## config.mk

```make
export PLATFORM = sky130hd
export DESIGN_NAME = seq_player_flat
export DESIGN_NICKNAME = d
export VERILOG_FILES = /design/src/rtl/seq_player_if.sv /design/src/rtl/seq_player.sv /design/src/flat_wrapper.sv
export SDC_FILE = /design/constraint.sdc
export NUM_CORES = 1
export LEC_CHECK = 0
export ABC_CLOCK_PERIOD_IN_PS = 3150
export CAP_MARGIN = 40
export CELL_PAD_IN_SITES_DETAIL_PLACEMENT = 0
export CELL_PAD_IN_SITES_GLOBAL_PLACEMENT = 2
export CORE_MARGIN = 2
export CORE_UTILIZATION = 43
export DETAILED_ROUTE_END_ITERATION = 8
export DONT_BUFFER_PORTS = 1
export PLACE_DENSITY_LB_ADDON = 0.1
export RECOVER_POWER = 50
export SETUP_SLACK_MARGIN = 0.3
export SLEW_MARGIN = 20
export SYNTH_ARGS = -nofsm -noshare
export SYNTH_HDL_FRONTEND = slang
export SYNTH_SLANG_ARGS = --single-unit
```

## constraint.sdc

```tcl
create_clock -name clk -period 3.15 [get_ports clk]
set_clock_uncertainty 0.15 [all_clocks]
set_input_delay 0.4725 -clock clk [delete_from_list [all_inputs] [get_ports clk]]
set_output_delay 0.4725 -clock clk [all_outputs]
set_load 0.005 [all_outputs]
```

## src/rtl/seq_player_if.sv

```systemverilog
// Control/status bundle for seq_player: sequence editing, playback trigger and lamp outputs.
interface seq_player_if #(
  parameter int DEPTH = 32
) ();
  localparam int LW = $clog2(DEPTH) + 1;

  logic          tick;
  logic          clr;
  logic          append;
  logic [1:0]    append_color;
  logic          play;
  logic [1:0]    out;
  logic          out_ena;
  logic          busy;
  logic          done;
  logic [LW-1:0] len;
  logic          full;

  modport master (
    output tick, clr, append, append_color, play,
    input  out, out_ena, busy, done, len, full
  );

  modport slave (
    input  tick, clr, append, append_color, play,
    output out, out_ena, busy, done, len, full
  );
endinterface

```

## src/rtl/seq_player.sv

```systemverilog
// Colour sequence recorder/player: stores up to DEPTH 2-bit colours and replays them
// as lit/dark lamp phases timed by an external tick strobe.
module seq_player #(
  parameter int DEPTH     = 32,
  parameter int ON_TICKS  = 4,
  parameter int OFF_TICKS = 2
) (
  input  logic        clk,
  input  logic        rst_n,
  seq_player_if.slave bus
);
  localparam int AW = $clog2(DEPTH);
  localparam int LW = AW + 1;
  localparam logic [7:0]    ON_LAST  = 8'(ON_TICKS - 1);
  localparam logic [7:0]    OFF_LAST = 8'(OFF_TICKS - 1);
  localparam logic [LW-1:0] DEPTH_L  = LW'(DEPTH);
  localparam logic [AW-1:0] IDX0     = '0;

  typedef enum logic [1:0] {IDLE, ON, GAP} state_t;

  state_t        state, state_nxt;
  logic [1:0]    mem [DEPTH];
  logic [LW-1:0] len, len_nxt;
  logic [AW-1:0] idx, idx_nxt, idx_inc;
  logic [7:0]    cnt, cnt_nxt;
  logic [1:0]    out_q, out_nxt;
  logic          ena_q, ena_nxt;
  logic          busy_q;
  logic          done_q, done_nxt;
  logic          full, app_ok, last;

  assign full    = (len == DEPTH_L);
  assign app_ok  = bus.append && !bus.clr && !full && !busy_q;
  assign idx_inc = idx + AW'(1);
  assign last    = (({1'b0, idx} + LW'(1)) == len);
  assign len_nxt = bus.clr ? '0 : (app_ok ? len + LW'(1) : len);

  // Storage: data only, written at the current tail; no reset needed
  always_ff @(posedge clk) begin
    if (app_ok) mem[len[AW-1:0]] <= bus.append_color;
  end

  always_comb begin
    state_nxt = state;
    idx_nxt   = idx;
    cnt_nxt   = cnt;
    out_nxt   = out_q;
    ena_nxt   = ena_q;
    done_nxt  = 1'b0;
    if (bus.clr && state != IDLE) begin
      // Abort: silently return to idle, no completion pulse
      state_nxt = IDLE;
      idx_nxt   = '0;
      cnt_nxt   = '0;
      out_nxt   = '0;
      ena_nxt   = 1'b0;
    end else begin
      case (state)
        IDLE: begin
          if (bus.play && !bus.clr) begin
            if (len != '0 || app_ok) begin
              // A same-cycle append into an empty store supplies the first colour directly
              state_nxt = ON;
              idx_nxt   = '0;
              cnt_nxt   = '0;
              ena_nxt   = 1'b1;
              out_nxt   = (len == '0) ? bus.append_color : mem[IDX0];
            end else begin
              done_nxt = 1'b1;
            end
          end
        end
        ON: begin
          if (bus.tick) begin
            if (cnt == ON_LAST) begin
              state_nxt = GAP;
              cnt_nxt   = '0;
              ena_nxt   = 1'b0;
              out_nxt   = '0;
            end else begin
              cnt_nxt = cnt + 8'd1;
            end
          end
        end
        GAP: begin
          if (bus.tick) begin
            if (cnt != OFF_LAST) begin
              cnt_nxt = cnt + 8'd1;
            end else if (last) begin
              state_nxt = IDLE;
              idx_nxt   = '0;
              cnt_nxt   = '0;
              done_nxt  = 1'b1;
            end else begin
              state_nxt = ON;
              idx_nxt   = idx_inc;
              cnt_nxt   = '0;
              ena_nxt   = 1'b1;
              out_nxt   = mem[idx_inc];
            end
          end
        end
        default: begin
          state_nxt = IDLE;
          idx_nxt   = '0;
          cnt_nxt   = '0;
          out_nxt   = '0;
          ena_nxt   = 1'b0;
        end
      endcase
    end
  end

  always_ff @(posedge clk or negedge rst_n) begin
    if (!rst_n) begin
      state  <= IDLE;
      len    <= '0;
      idx    <= '0;
      cnt    <= '0;
      out_q  <= '0;
      ena_q  <= 1'b0;
      busy_q <= 1'b0;
      done_q <= 1'b0;
    end else begin
      state  <= state_nxt;
      len    <= len_nxt;
      idx    <= idx_nxt;
      cnt    <= cnt_nxt;
      out_q  <= out_nxt;
      ena_q  <= ena_nxt;
      busy_q <= (state_nxt != IDLE);
      done_q <= done_nxt;
    end
  end

  assign bus.out     = out_q;
  assign bus.out_ena = ena_q;
  assign bus.busy    = busy_q;
  assign bus.done    = done_q;
  assign bus.len     = len;
  assign bus.full    = full;
endmodule

```

## src/flat_wrapper.sv

```systemverilog
// flat-port wrapper written by rule: the top's interface ports become plain ports
module seq_player_flat 
#(
  parameter int DEPTH     = 32,
  parameter int ON_TICKS  = 4,
  parameter int OFF_TICKS = 2
)
  (clk, rst_n, bus_tick, bus_clr, bus_append, bus_append_color, bus_play, bus_out, bus_out_ena, bus_busy, bus_done, bus_len, bus_full);
  seq_player_if #(.DEPTH(DEPTH)) bus_i ();
  input  logic clk;
  input  logic rst_n;
  input wire logic [$bits(bus_i.tick)-1:0] bus_tick;
  input wire logic [$bits(bus_i.clr)-1:0] bus_clr;
  input wire logic [$bits(bus_i.append)-1:0] bus_append;
  input wire logic [$bits(bus_i.append_color)-1:0] bus_append_color;
  input wire logic [$bits(bus_i.play)-1:0] bus_play;
  output wire logic [$bits(bus_i.out)-1:0] bus_out;
  output wire logic [$bits(bus_i.out_ena)-1:0] bus_out_ena;
  output wire logic [$bits(bus_i.busy)-1:0] bus_busy;
  output wire logic [$bits(bus_i.done)-1:0] bus_done;
  output wire logic [$bits(bus_i.len)-1:0] bus_len;
  output wire logic [$bits(bus_i.full)-1:0] bus_full;
  assign bus_i.tick = bus_tick;
  assign bus_i.clr = bus_clr;
  assign bus_i.append = bus_append;
  assign bus_i.append_color = bus_append_color;
  assign bus_i.play = bus_play;
  assign bus_out = bus_i.out;
  assign bus_out_ena = bus_i.out_ena;
  assign bus_busy = bus_i.busy;
  assign bus_done = bus_i.done;
  assign bus_len = bus_i.len;
  assign bus_full = bus_i.full;
  seq_player #(.DEPTH(DEPTH), .ON_TICKS(ON_TICKS), .OFF_TICKS(OFF_TICKS)) u_core (.clk(clk), .rst_n(rst_n), .bus(bus_i));
endmodule
```

### After elaboration in Yosys (flattened, before gate mapping)

Memories as Yosys holds them, arrays and structs flattened.
Cells that the tools add are included.

* add/sub/neg operators: 4
* equality and inequality tests: 14
* mux-type cells: 54
* reductions and logical operators: 18

Operator list (count)
* $mux 8: 7
* $mux 2: 16
* $mux 5: 6
* $pmux 8 s3: 1
* $mux 1: 17
* $pmux 5 s3: 1
* $mux 6: 2
* $pmux 2 s3: 2
* $ne 3x1->1 const B: 3
* $ne 3x2->1 const B: 3
* $add 8x1->8 const B: 1
* $eq 8x2->1 const B: 1
* $ne 8x1->1 const B: 1
* $reduce_and 7->1: 1
* $add 5x1->6 const B: 1
* $add 6x1->6 const B: 1
* $eq 6x6->1: 1
* $eq 6x6->1 const B: 1
* $logic_not 6->1: 1
* $reduce_bool 2->1: 3
* $reduce_bool 6->1: 1
* $add 5x1->5 const B: 1
* $logic_and 1x1->1: 5
* $reduce_and 5->1: 1
* other kinds (10): 12

* register bits: 26
* bits in writable memories: 64
* output and inout bits: 12
* word-level logic and storage cells: 99
* memories: 1

Memories
* u_core.mem: depth 32, width 2, rd ports 2, clocked after Yosys merged registers in 0, wr ports 1, RTL line seq_player.sv:22 `logic [1:0] mem [DEPTH];`

### Depth between registers and ports, before layout

* word-level depth: 10
* depth in mapped cells: 11
* depth with buffers taken out: 9

### Worst setup path before layout

OpenSTA, ideal clock, no wires.

* kind: flip-flop to flip-flop
* start: reg u_core.idx[1]
* end: reg u_core.out_q[1] (netlist: u_core.bus.out[1])
* library setup time: 0.129 ns
* arrival time: 2.202 ns
* slack: 0.669 ns
* stages on the path, launching flop included: 10
* buffers on the path: 2
* period minus slack after synthesis: 2.481 ns
* cells stage by stage: dfrtp_1 ha_1 buf_2 xor2_1 buf_2 mux4_2 mux4_2 nand2b_1 nand4_1 nand3_1

* longest elaborated chain between the ends: 7
* elaborated cells between the ends (all ways): 11
* classes of those cells: add/sub (2); eq/ne (2); mux (5); reduce/logical (1); memory (1)

Ends and longest elaborated chain
* start: declaration: RTL line seq_player.sv:24 `logic [AW-1:0] idx, idx_nxt, idx_inc;`
* start signal: assignment: RTL line seq_player.sv:127 `idx <= idx_nxt;`
* $add 5x1->5: RTL line seq_player.sv:34 `assign idx_inc = idx + AW'(1);`
* $mem_v2 32x2
* $mux 2: RTL line seq_player.sv:89 `end else if (last) begin`
* $mux 2: RTL line seq_player.sv:87 `if (cnt != OFF_LAST) begin`
* $mux 2: RTL line seq_player.sv:86 `if (bus.tick) begin`
* $pmux 2 s3: RTL line seq_player.sv:58 `case (state)`
* $mux 2: RTL line seq_player.sv:50 `if (bus.clr && state != IDLE) begin`
* end signal: assignment: RTL line seq_player.sv:129 `out_q <= out_nxt;`
* end: declaration: RTL line seq_player.sv:26 `logic [1:0] out_q, out_nxt;`

Parallel ways exist; a longest one is shown, timed or not. The select of a mux whose other input is x is not followed.
A chain may end at the register's enable or synchronous reset.

### Worst setup path in the final report

Same ends and word-level chain as after synthesis.

==> results_dict.tcl <==
set metrics [dict create \
    max_slew.worst_pin.slew_ns 1.58 \
    finalInstanceArea_um2 4880 \
    synth.area.mux_share_pct 6.53 \
    period_share_pct 82.3 \
    outcome "finished with violations" \
    area_growth_pct 8.53 \
    drtAntennaViolNets 0 \
    powerDensity_nw_per_um2 487 \
    yosysWarnings 0 \
    crit_fanout 20 \
    place_area_um2 4690 \
    nNetsFinal 425 \
    yosys.area.top_type "edfxtp_1" \
    finalSetupViolations 0 \
    portBuffers 0 \
    async_flop_share_pct 28.9 \
    cp-start-kind "register" \
    num_antenna_cells 0 \
    grt_max_degree 34 \
    synth.distinct_cells 56 \
    synthSimpleGateAreaFrac_pct 19.5 \
    cts_buffer_depth 2 \
    synth_seq_area_share_pct 57.2 \
    p_clk_share_pct 29.9 \
    p_switching_w 0.000663 \
    crit_type "reg2reg" \
    synth_fp_nets 415 \
    die_h_um 106 \
    power_frac_seq_pct 56.8 \
    intPower_w 0.00171 \
    die_area_um2 11300 \
    ir_worst_vdd_uv 264 \
    worstHoldPathType "in2reg" \
    synth_compound_area_share_pct 8.34 \
    cts_made_buffers 9 \
    critPathCaptureType "register" \
    htreeDepth 3 \
    clk_latency_ns 0.37 \
    drt-total-wl_um 10800 \
    dpl.hpwl_um 7710 \
    cap_violations 1 \
    synthFlopType "edfxtp_1" \
    synth-xor-area-share_pct 2.50 \
    nFillCells 949 \
    synthAdderAreaFrac_pct 3.06 \
    vias 3080 \
    swShare_pct 27.9 \
    start_util_pct 44.0 \
    stdcell_count 547 \
    p_comb_share_pct 13.2 \
    clk_transition_reported_paths_ns 0.09 \
    hold_viol 0 \
    synthCells 396 \
    die_w_um 106 \
    grtUsageTotal_pct 20.5 \
    tns_ns 0 \
    arrival_ns 2.69 \
    min_period_ns 2.59 \
    io_pins 20 \
    syn_area_per_cell_um2 11.4 \
    drc 0 \
    cts_tree "yes" \
    fmax_ghz 0.386 \
    grt-ovfl-total 0 \
    synth_top_area_share_pct 42.7 \
    synth_top_family_by_area "simple AND/OR/NAND/NOR gates" \
    core_um2 10200 \
    failed_checks "max-capacitance violations, max-slew violations" \
    place_inst 528 \
    grt_pass1_wl_um 17100 \
    clock_sinks 90 \
    cts_root_buf "clkbuf_8" \
    drive_gt1_share_pct 13.1 \
    synth.area.top_cells "edfxtp_1, dfrtp_1, mux4_2" \
    postCtsSetupBuffers 0 \
    slew_viol_final 27 \
    antenna_found_initial 0 \
    post_drt_via_cell_ratio 5.63 \
    first_pass_iters 4 \
    grt_pass1_vias 3061 \
    row_count 37 \
    gp_congestion 0.820 \
    p_leak_nw 1.70 \
    maxSlewHeadroom_pct -5.17 \
    synth_area_um2 4500 \
    cp_data_required_time_ns 3.25 \
    drt_iter0_drc 185 \
    synth_edf_count 64 \
    wl_per_cell_um 19.8 \
    finalPower_w 0.00238 \
    rsz0062_at_grt "false" \
    synth-seq-cells 90 \
]
## Yosys cell counts, types with 3 or more instances
library cell	count
dfrtp_1	26
a31oi_1	3
or3_1	4
inv_1	14
nand3_1	20
o31ai_1	3
nand2_1	53
and3_1	5
nor2_1	55
mux4_2	11
clkbuf_1	6
a211oi_1	3
o21ai_1	4
nor3_1	4
ha_1	11
nand3b_1	4
o21ai_0	14
a41oi_1	3
xnor2_1	5
a21oi_1	10
nand4_1	9
edfxtp_1	64
buf_2	9
xor2_1	6
nand2b_1	8
## final cells by class
class                           instances  area [um2]  area share (%)
Tap cell                              136         170            3.48
Clock buffer                           10         128            2.61
Inverter                               14        52.6            1.08
Sequential cell                        90        2570            52.7
Clock inverter                          6        41.3           0.845
Multi-Input combinational cell        275        1800            36.8
Timing Repair Buffer                   16         121            2.48
## repair_timing
action,4_1_cts,5_1_grt
hold buffers,3,0
endpoints found under the hold margin,32,0
gates resized for setup,0,1
setup endpoints to repair,0,1
## through the flow
stage                     hold WS, ns  util, %  worst slack (ns)
after floorplan                0.0269        -             0.669
after CTS                      0.0332     47.9             0.467
final                          0.0464     47.7             0.557
after detailed placement       0.0274     45.8             0.485
after global routing           0.0276     47.7             0.332
after global placement         0.0275     45.8             0.527
## flip-flops by register name (all words and copies together), names as in the netlist
signal / count
u_core.mem: 64
u_core.cnt: 8
u_core.bus.len: 6
u_core.idx: 5
u_core.bus.out: 2
u_core.state: 2
u_core.bus.busy: 1
u_core.bus.done: 1
u_core.bus.out_ena: 1
## worst max-delay path, cell delays in order (launching register included)
cell and delay (ns):
dfrtp_1 0.45, ha_2 0.32, xor2_1 0.16, buf_4 0.27, mux4_2 0.33, mux4_2 0.47, nand2b_1 0.15, nand4_1 0.10
nand3_1 0.07
## cells in the final DEF (no fill, tap or decap), drive strengths merged, types with 11 or more instances in the layout
master  instances
nand3          22
dfrtp          26
nor2           57
o21ai          19
clkbuf         11
inv            16
buf            13
mux4           11
nand2          53
edfxtp         64
ha             11
## per-layer routing
metal | wire, um | track usage [%] | up-vias
li1 | - | - | 1463
met1 | 5010 | 28.3 | 1538
met2 | 5230 | 32.9 | 70
met3 | 453 | 3.99 | 9
met4 | 116 | 6.39 | 0
met5 | 0 | 0 | -
## power by group through the flow
| stage | Clock (W) | Sequential [W] | Combinational (W) |
|---|---|---|---|
| 6_report | 0.000712 | 0.00135 | 0.000315 |
| 5_1_grt | 0.000774 | 0.00136 | 0.000357 |
| 4_1_cts | 0.000726 | 0.00135 | 0.000320 |
| 3_5_place_dp | 0 | 0.00138 | 0.000305 |
| 3_3_place_gp | 0 | 0.00138 | 0.000304 |
| 2_1_floorplan | 0 | 0.00136 | 0.000222 |
## cell families after synthesis
group           after synthesis
xor+xnor                     12
mux                          15
fa+ha+maj                    11
buf+inv                      31
compound gates               57
flops                        90
simple gates                180
## path summary, 6_finish.rpt
path                                           startpoint                            end  slack [ns]  cells after the start
worst max-delay path            u_core.idx[1]$_DFFE_PN0P_  u_core.bus.out[1]$_DFFE_PN0P_        0.56                      8
worst min-delay path                  bus_append_color[1]     u_core.mem[2][1]$_DFFE_PP_        0.05                      0
worst max register to register  u_core.idx[1]$_DFFE_PN0P_  u_core.bus.out[1]$_DFFE_PN0P_        0.56                      8
worst min register to register  u_core.cnt[1]$_DFFE_PN0P_      u_core.cnt[1]$_DFFE_PN0P_        0.38                      2
max in group asynchronous                           rst_n      u_core.cnt[0]$_DFFE_PN0P_        1.03                      2
min in group asynchronous                           rst_n      u_core.state[1]$_DFF_PN0_        0.90                      2
Note: power is estimated with default switching activity, not from simulation.
